[src/rtl/team_06_echo_pkg.sv]
// Shared constants, FSM encoding and address helper for the echo delay buffer.
package team_06_echo_pkg;

    localparam int ECHO_DEPTH  = 8192;
    localparam int ECHO_ADDR_W = 13;

    typedef enum logic [2:0] {
        ST_IDLE,
        ST_DECIDE,
        ST_RD_REQ,
        ST_RD_WAIT,
        ST_WR_REQ,
        ST_WR_WAIT
    } echo_buf_state_t;

    function automatic logic [31:0] ring_addr(input logic [31:0] base,
                                              input logic [ECHO_ADDR_W-1:0] idx);
        return base + {{(32-ECHO_ADDR_W){1'b0}}, idx};
    endfunction

endpackage

[src/rtl/team_06_ring_ptr.sv]
// Ring write pointer, saturating fill counter and read-index subtraction.
module team_06_ring_ptr #(
    parameter int DEPTH  = 8192,
    parameter int ADDR_W = 13
) (
    input  logic              clk,
    input  logic              nrst,
    input  logic              advance,
    input  logic [ADDR_W-1:0] offset,
    output logic [ADDR_W-1:0] wr_ptr,
    output logic [ADDR_W-1:0] fill,
    output logic [ADDR_W-1:0] rd_idx
);

    localparam logic [ADDR_W-1:0] FILL_MAX = ADDR_W'(DEPTH - 1);

    always_ff @(posedge clk or negedge nrst) begin
        if (!nrst) begin
            wr_ptr <= '0;
            fill   <= '0;
        end else if (advance) begin
            wr_ptr <= wr_ptr + 1'b1;
            if (fill != FILL_MAX) begin
                fill <= fill + 1'b1;
            end
        end
    end

    // Modulo-DEPTH wrap falls out of the ADDR_W-bit subtraction.
    assign rd_idx = wr_ptr - offset;

endmodule

[src/rtl/team_06_echo_delay_buffer.sv]
// SRAM-side ring buffer responder: stores each sample and optionally returns one from 'offset' samples ago.
//
// state      | meaning
// -----------+-----------------------------------------------------------
// ST_IDLE    | no transaction; takes the pending sample when one is waiting
// ST_DECIDE  | resolve search: immediate answer or SRAM read
// ST_RD_REQ  | first cycle of the past-sample read
// ST_RD_WAIT | read held until mem_ack
// ST_WR_REQ  | first cycle of the sample write
// ST_WR_WAIT | write held until mem_ack, then pointer advances
module team_06_echo_delay_buffer
    import team_06_echo_pkg::*;
#(
    parameter int          DEPTH     = ECHO_DEPTH,
    parameter int          ADDR_W    = ECHO_ADDR_W,
    parameter logic [31:0] BASE_ADDR = 32'h0
) (
    input  logic              clk,
    input  logic              nrst,
    input  logic              sample_valid,
    input  logic [7:0]        save_audio,
    input  logic              search,
    input  logic [ADDR_W-1:0] offset,
    output logic [7:0]        past_output,
    output logic              past_valid,
    output logic              busy,
    output logic              overflow,
    output logic              mem_req,
    output logic              mem_we,
    output logic [31:0]       mem_addr,
    output logic [7:0]        mem_wdata,
    input  logic [7:0]        mem_rdata,
    input  logic              mem_ack
);

    echo_buf_state_t   state;

    logic              slot_full;
    logic [7:0]        slot_sample;
    logic              slot_search;
    logic [ADDR_W-1:0] slot_offset;

    logic [7:0]        cur_sample;
    logic              cur_search;
    logic [ADDR_W-1:0] cur_offset;

    logic [ADDR_W-1:0] wr_ptr;
    logic [ADDR_W-1:0] fill;
    logic [ADDR_W-1:0] rd_idx;

    logic              take;
    logic              advance;
    logic              do_read;

    assign take    = (state == ST_IDLE) && slot_full;
    assign advance = ((state == ST_WR_REQ) || (state == ST_WR_WAIT)) && mem_ack;
    assign do_read = cur_search && (cur_offset != '0) && (cur_offset <= fill);
    assign busy    = (state != ST_IDLE);

    team_06_ring_ptr #(
        .DEPTH  (DEPTH),
        .ADDR_W (ADDR_W)
    ) u_ring_ptr (
        .clk     (clk),
        .nrst    (nrst),
        .advance (advance),
        .offset  (cur_offset),
        .wr_ptr  (wr_ptr),
        .fill    (fill),
        .rd_idx  (rd_idx)
    );

    // The slot is emptied the cycle the FSM copies it, so a strobe in that cycle still lands.
    always_ff @(posedge clk or negedge nrst) begin
        if (!nrst) begin
            slot_full   <= 1'b0;
            slot_sample <= '0;
            slot_search <= 1'b0;
            slot_offset <= '0;
            overflow    <= 1'b0;
        end else if (sample_valid && (!slot_full || take)) begin
            slot_full   <= 1'b1;
            slot_sample <= save_audio;
            slot_search <= search;
            slot_offset <= offset;
        end else if (take) begin
            slot_full <= 1'b0;
        end else if (sample_valid) begin
            overflow <= 1'b1;
        end
    end

    always_ff @(posedge clk or negedge nrst) begin
        if (!nrst) begin
            state       <= ST_IDLE;
            cur_sample  <= '0;
            cur_search  <= 1'b0;
            cur_offset  <= '0;
            past_output <= '0;
            past_valid  <= 1'b0;
            mem_req     <= 1'b0;
            mem_we      <= 1'b0;
            mem_addr    <= '0;
            mem_wdata   <= '0;
        end else begin
            past_valid <= 1'b0;
            case (state)
                ST_IDLE: begin
                    if (slot_full) begin
                        cur_sample <= slot_sample;
                        cur_search <= slot_search;
                        cur_offset <= slot_offset;
                        state      <= ST_DECIDE;
                    end
                end
                ST_DECIDE: begin
                    if (cur_search && (cur_offset == '0)) begin
                        past_output <= cur_sample;
                        past_valid  <= 1'b1;
                    end else if (cur_search && (cur_offset > fill)) begin
                        past_output <= '0;
                        past_valid  <= 1'b1;
                    end
                    mem_req <= 1'b1;
                    if (do_read) begin
                        state    <= ST_RD_REQ;
                        mem_we   <= 1'b0;
                        mem_addr <= ring_addr(BASE_ADDR, rd_idx);
                    end else begin
                        state     <= ST_WR_REQ;
                        mem_we    <= 1'b1;
                        mem_addr  <= ring_addr(BASE_ADDR, wr_ptr);
                        mem_wdata <= cur_sample;
                    end
                end
                ST_RD_REQ, ST_RD_WAIT: begin
                    if (mem_ack) begin
                        past_output <= mem_rdata;
                        past_valid  <= 1'b1;
                        state       <= ST_WR_REQ;
                        mem_we      <= 1'b1;
                        mem_addr    <= ring_addr(BASE_ADDR, wr_ptr);
                        mem_wdata   <= cur_sample;
                    end else begin
                        state <= ST_RD_WAIT;
                    end
                end
                ST_WR_REQ, ST_WR_WAIT: begin
                    if (mem_ack) begin
                        state   <= ST_IDLE;
                        mem_req <= 1'b0;
                        mem_we  <= 1'b0;
                    end else begin
                        state <= ST_WR_WAIT;
                    end
                end
                default: state <= ST_IDLE;
            endcase
        end
    end

endmodule

[config.mk]
export PLATFORM = sky130hd
export DESIGN_NAME = team_06_echo_delay_buffer
export DESIGN_NICKNAME = d
export VERILOG_FILES = /design/src/rtl/team_06_echo_pkg.sv /design/src/rtl/team_06_ring_ptr.sv /design/src/rtl/team_06_echo_delay_buffer.sv
export SDC_FILE = /design/constraint.sdc
export NUM_CORES = 1
export LEC_CHECK = 0
export CAP_MARGIN = 20
export CORE_MARGIN = 4
export CORE_UTILIZATION = 55
export CTS_CLUSTER_SIZE = 10
export DETAILED_ROUTE_END_ITERATION = 8
export PLACE_DENSITY = 0.85
export SLEW_MARGIN = 0
export SYNTH_ARGS = -nofsm -noshare
export SYNTH_HDL_FRONTEND = slang
export SYNTH_HIERARCHICAL = 1
export SYNTH_SLANG_ARGS = --single-unit
[constraint.sdc]
create_clock -name clk -period 2.6 [get_ports clk]
set_clock_uncertainty 0.05 [all_clocks]
set_input_delay 0.52 -clock clk [delete_from_list [all_inputs] [get_ports clk]]
set_output_delay 0.52 -clock clk [all_outputs]
set_load 0.03 [all_outputs]
# [Word level (Yosys, flattened, before mapping)]
# Index checks and enable logic that the tools add are counted.
[op_classes] bitwise_logic=2 mux=26 eq_ne=11 addsub=3 order_cmp=2 n_reduce_logical=28
[ops] cell="$pmux 32 s2" count=1
[ops] cell="$mux 8" count=5
[ops] cell="$mux 32" count=1
[ops] cell="$pmux 8 s2" count=2
[ops] cell="$add 13x1->13 const B" count=2
[ops] cell="$gt 13x13->1" count=1
[ops] cell="$le 13x13->1" count=1
[ops] cell="$logic_not 13->1" count=1
[ops] cell="$mux 13" count=1
[ops] cell="$ne 13x13->1 const B" count=1
[ops] cell="$reduce_bool 13->1" count=1
[ops] cell="$sub 13x13->13" count=1
[ops] cell="$mux 3" count=4
[ops] cell="$pmux 3 s4" count=1
[ops] cell="$reduce_and 3->1" count=4
[ops] cell="$mux 1" count=8
[ops] cell="$ne 2x2->1 const B" count=4
[ops] cell="$reduce_and 2->1" count=4
[ops] cell="$logic_and 1x1->1" count=7
[ops] cell="$eq 3x2->1 const B" count=2
[ops] cell="$eq 3x3->1 const B" count=2
[ops] cell="$reduce_bool 2->1" count=3
[ops] cell="$reduce_bool 3->1" count=2
[ops] cell="$pmux 1 s2" count=2
[ops] cell="8 further kinds" count=11
[totals] word_cells=89 output_inout_bits=53 input_bits=34 regBits=126

# [Longest topological paths before layout]
[logic_depth] word_depth=6 depth_mapped=10 mapped_depth_nobuf=10

# [By module]
# The synthesis kept the hierarchy.
[modules_own_cells] module="team_06_echo_delay_buffer" cells_each=334 area_each_um2=3927.5 seq_area_each_um2=2026.9 instances=1
[modules_own_cells] module="team_06_ring_ptr" cells_each=201 area_each_um2=1863.0 seq_area_each_um2=650.6 instances=1

# [Worst setup path after synthesis]
# Ideal clock, no wire load.
[synth_path] path_kind="register to register" startpoint="reg u_ring_ptr.fill[4]" endpoint="reg mem_wdata[0]" stages_incl_launch_ff=9 t_required_ps=2425 synth_period_minus_slack_ps=2374 path_buffers=0 setup_slack_ps=226 t_arrival_ps=2200 setup_ps=125 cell_sequence="dfrtp_1 > inv_1 > ha_1 > nand3_1 > o21bai_1 > a311o_1 > a31o_4 > a21boi_4 > mux2_2"
[synth_between] elab_chain_len=4
[synth_rtl] element="start, declared" line_no="team_06_ring_ptr.sv:11" text="output logic [ADDR_W-1:0] fill,"
[synth_rtl] element="start signal, assigned" line_no="team_06_ring_ptr.sv:24" text="fill <= fill + 1'b1;"
[synth_rtl] element="$le 13x13->1" line_no="team_06_echo_delay_buffer.sv:57" text="assign do_read = cur_search && (cur_offset != '0) && (cur_offset <= fill);"
[synth_rtl] element="$logic_and 1x1->1" line_no="team_06_echo_delay_buffer.sv:57"
[synth_rtl] element="$ne 2x2->1 (no line)"
[synth_rtl] element="$reduce_and 3->1 (no line)"
[synth_rtl] element="end signal, assigned" line_no="team_06_echo_delay_buffer.sv:133" text="mem_wdata <= cur_sample;"
[synth_rtl] element="end signal, assigned" line_no="team_06_echo_delay_buffer.sv:143" text="mem_wdata <= cur_sample;"
[synth_rtl] element="end, declared" line_no="team_06_echo_delay_buffer.sv:31" text="output logic [7:0] mem_wdata,"
# Every way passes these cells.
# A chain may end at the register's enable or synchronous reset.

# [Worst setup path after layout]
[layout_path] startpoint="reg cur_offset[4]" endpoint="reg mem_wdata[5]"
[layout_between] elab_chain_len=5 elab_cells_between_ends=6 classes_between="order compare (1); eq/ne (1); reduce/logical (4)"
[layout_rtl] element="start, declared" line_no="team_06_echo_delay_buffer.sv:45" text="logic [ADDR_W-1:0] cur_offset;"
[layout_rtl] element="start signal, assigned" line_no="team_06_echo_delay_buffer.sv:112" text="cur_offset <= slot_offset;"
[layout_rtl] element="branches (longest 2 deep; another with $le 13x13->1)"
[layout_rtl] element="$logic_and 1x1->1 *" line_no="team_06_echo_delay_buffer.sv:57"
[layout_rtl] element="$ne 2x2->1 (no line) *"
[layout_rtl] element="$reduce_and 3->1 (no line) *"
# Every way passes the cells marked *.

==> results.yml <==
outcome:
  status: "finished, final reports clean"
logic_synthesis:
  yosysUniqueCellTypes: 58
  synth-seq-area-share: 0.462
  synth_top_area_share: 0.462
  mappedNetlistArea_mm2: 0.00579
  synth_area_leaders: "dfrtp_1, mux2_2, ha_1"
  synth_cells: 535
  async_flop_share: 1.00
  ys_warn_count: 6
  synth_top_cell_by_area: "dfrtp_1"
  avgSynthCellArea_um2: 10.8
  synth_edf_count: 0
  ys_seq_elements: 107
  synth_ff_type: "dfrtp_1"
clock_tree:
  cts_made_buffers: 9
  htreeDepth: 3
  numClockSinks: 107
  clk_pin_slew_ps: 140
  cts_root_buf: "clkbuf_8"
  cts_buffer_depth: 2
  cts_tree: "done"
  clock_latency_ps: 390
routing:
  postRouteWirelength_um: 13200
  wl_per_cell_um: 17.5
  vias: 4344
  ant_nets: 0
  drtIter0Drc: 284
  drc: 0
  vias_per_cell: 5.73
  dr.pass1.iters: 5
power_and_ir_drop:
  vdd_drop_max_uv: 703
  p_clk_frac: 0.126
  power_mw: 8.62
  seqPwrFrac: 0.339
  combPwrFrac: 0.535
  swShare: 0.427
  p_leak_nw: 3.07
  p_sw_mw: 3.68
  intPower_mw: 4.94
  p_per_area_mw_per_mm2: 1250
worst_setup_path:
  critPathMaxFanout: 8
  setup.worst_path.start_class: "flop"
  end_kind: "flop"
  crit_type: "reg2reg"
  arrival_ps: 2730
  r2r_cells: 8
  cp.required_ps: 2820
placement:
  hpwlAfterDp_um: 9700
  io_buffers: 67
  place.gp.congestion: 0.918
  dp.cells: 741
sta:
  slew_viol_final: 0
  relSlewSlack: 0.568
  fmax_mhz: 399
  hold_violations: 0
  setup_viol: 0
  timing.final.crit_share: 0.964
  tns_ps: 0
  worst_slew_pin_slew_ps: 646
  period_needed_ps: 2510
job:
  cap_viol_max_count: 0
global_routing:
  grt_pass1_vias: 4394
  antenna_found_initial: 0
  grt_pass1_wl_um: 22100
  grt_overflow: 0
  grt_max_degree: 46
  track_usage: 0.219
die:
  die_y_um: 111
  die_area_mm2: 0.0122
  io_pins: 87
  dieWidth_um: 111
  floorplan.initialDensity: 0.563
  core_mm2: 0.0103
  rows: 37
final_layout:
  syn2layout_area_growth_pct: 19.3
  layout_commonest_cell: "dfrtp_1"
  nets: 682
  drive_gt1_frac: 0.182
  final_cell_mix: "dfrtp_1, clkdlybuf4s50_1, mux2_2, inv_1, nor2_1"
  n_antenna_cell: 0
  final_cells: 758
  fillers: 766
min_path:
  hp-class: "in2async"
-- Yosys cell counts, types with 2 or more instances --
cell	n
nand3_1	8
or3_1	3
nor3_1	6
xnor2_1	19
o21bai_1	4
nand3b_1	15
a21o_1	4
clkbuf_2	2
nand4_1	13
a21oi_1	14
inv_1	33
nor2_1	33
a22o_1	8
buf_2	4
a31oi_1	16
dfrtp_1	107
a21boi_0	2
mux2i_1	2
and2_1	5
nand2_1	28
buf_4	19
o21a_1	3
o311ai_0	2
xor2_1	8
and4_1	2
o21ai_0	24
ha_1	30
o31ai_1	2
clkbuf_1	9
nand2b_1	6
and3_1	8
a31o_2	2
mux2_2	60
nor4_1	5
buf_1	2
nor2b_1	4
a211oi_1	2
-- power groups by stage --
| stage | Sequential, mW | Combinational [mW] | Clock (mW) |
|---|---|---|---|
| after detailed placement | 2.94 | 4.51 | 0 |
| after floorplan | 3.23 | 2.77 | 0 |
| after global placement | 2.89 | 4.36 | 0 |
| final | 2.92 | 4.61 | 1.08 |
| after CTS | 2.92 | 4.54 | 1.11 |
| after global routing | 3.01 | 5.06 | 1.19 |
-- worst max-delay path, cell delays in order, from the launching register on --
cell,delay [ps]
dfrtp_1,430
ha_1,340
nand3_1,120
o21bai_1,180
a311o_1,420
a31o_4,270
a21boi_4,140
buf_12,140
mux2_2,330
-- layout make-up --
class / instances / area (µm²) / share of cell area
clock inverter: 7 / 93.8 / 0.0136
tap: 136 / 170 / 0.0246
inverter: 33 / 124 / 0.0179
multi-input combinational: 377 / 2860 / 0.413
clock buffer: 9 / 124 / 0.0179
sequential: 107 / 2680 / 0.388
timing repair buffer: 89 / 861 / 0.125
-- flip-flops by register name, indices dropped and copies added (netlist names), 3 cells and up --
| signal | count |
|---|---|
| mem_wdata | 8 |
| mem_addr | 13 |
| slot_sample | 8 |
| u_ring_ptr/wr_ptr | 13 |
| state | 3 |
| slot_offset | 13 |
| cur_sample | 8 |
| cur_offset | 13 |
| u_ring_ptr/fill | 13 |
| past_output | 8 |
-- kinds of logic after synthesis --
group / share of synthesized area
AND/OR/NAND/NOR: 0.132
flip-flops: 0.462
AO/OA/AOI/OAI: 0.117
buffers and inverters: 0.0583
multiplexers: 0.120
adder cells (fa/ha/maj): 0.0683
XOR/XNOR: 0.0408
other: 0.000648
-- through the flow --
step           hold slack, ps  worst slack (ps)  instance area [µm²]  utilization
2_1_floorplan             174               226                 5860            -
3_3_place_gp              403               162                 6660        0.648
3_5_place_dp              414              89.1                 6660        0.648
4_1_cts                  63.5              34.0                 6880        0.669
5_1_grt                  68.6             -13.3                 6910        0.672
6_report                 45.0              94.7                 6910        0.672
-- final timing paths --
check | from | end | slack, ps
setup / recovery | cur_offset[4] | mem_wdata[5] | 90
hold / removal | nrst | cur_search | 50
setup reg to reg | cur_offset[4] | mem_wdata[5] | 90
hold reg to reg | overflow | overflow | 440
max in group asynchronous | nrst | mem_addr[2] | 1760
min in group clk | overflow | overflow | 440
-- per-layer routing --
layer	track usage	part of all wire
met2	0.362	0.49
met4	0.0796	0.021
met1	0.291	0.44
met5	0	0
met3	0.0367	0.048
-- timing repair --
action,CTS,global route
hold buffers,0,0
setup buffers,0,1
setup endpoints to repair,0,16
gates resized for setup,0,3
No activity file was read; power rests on OpenSTA's default activity.
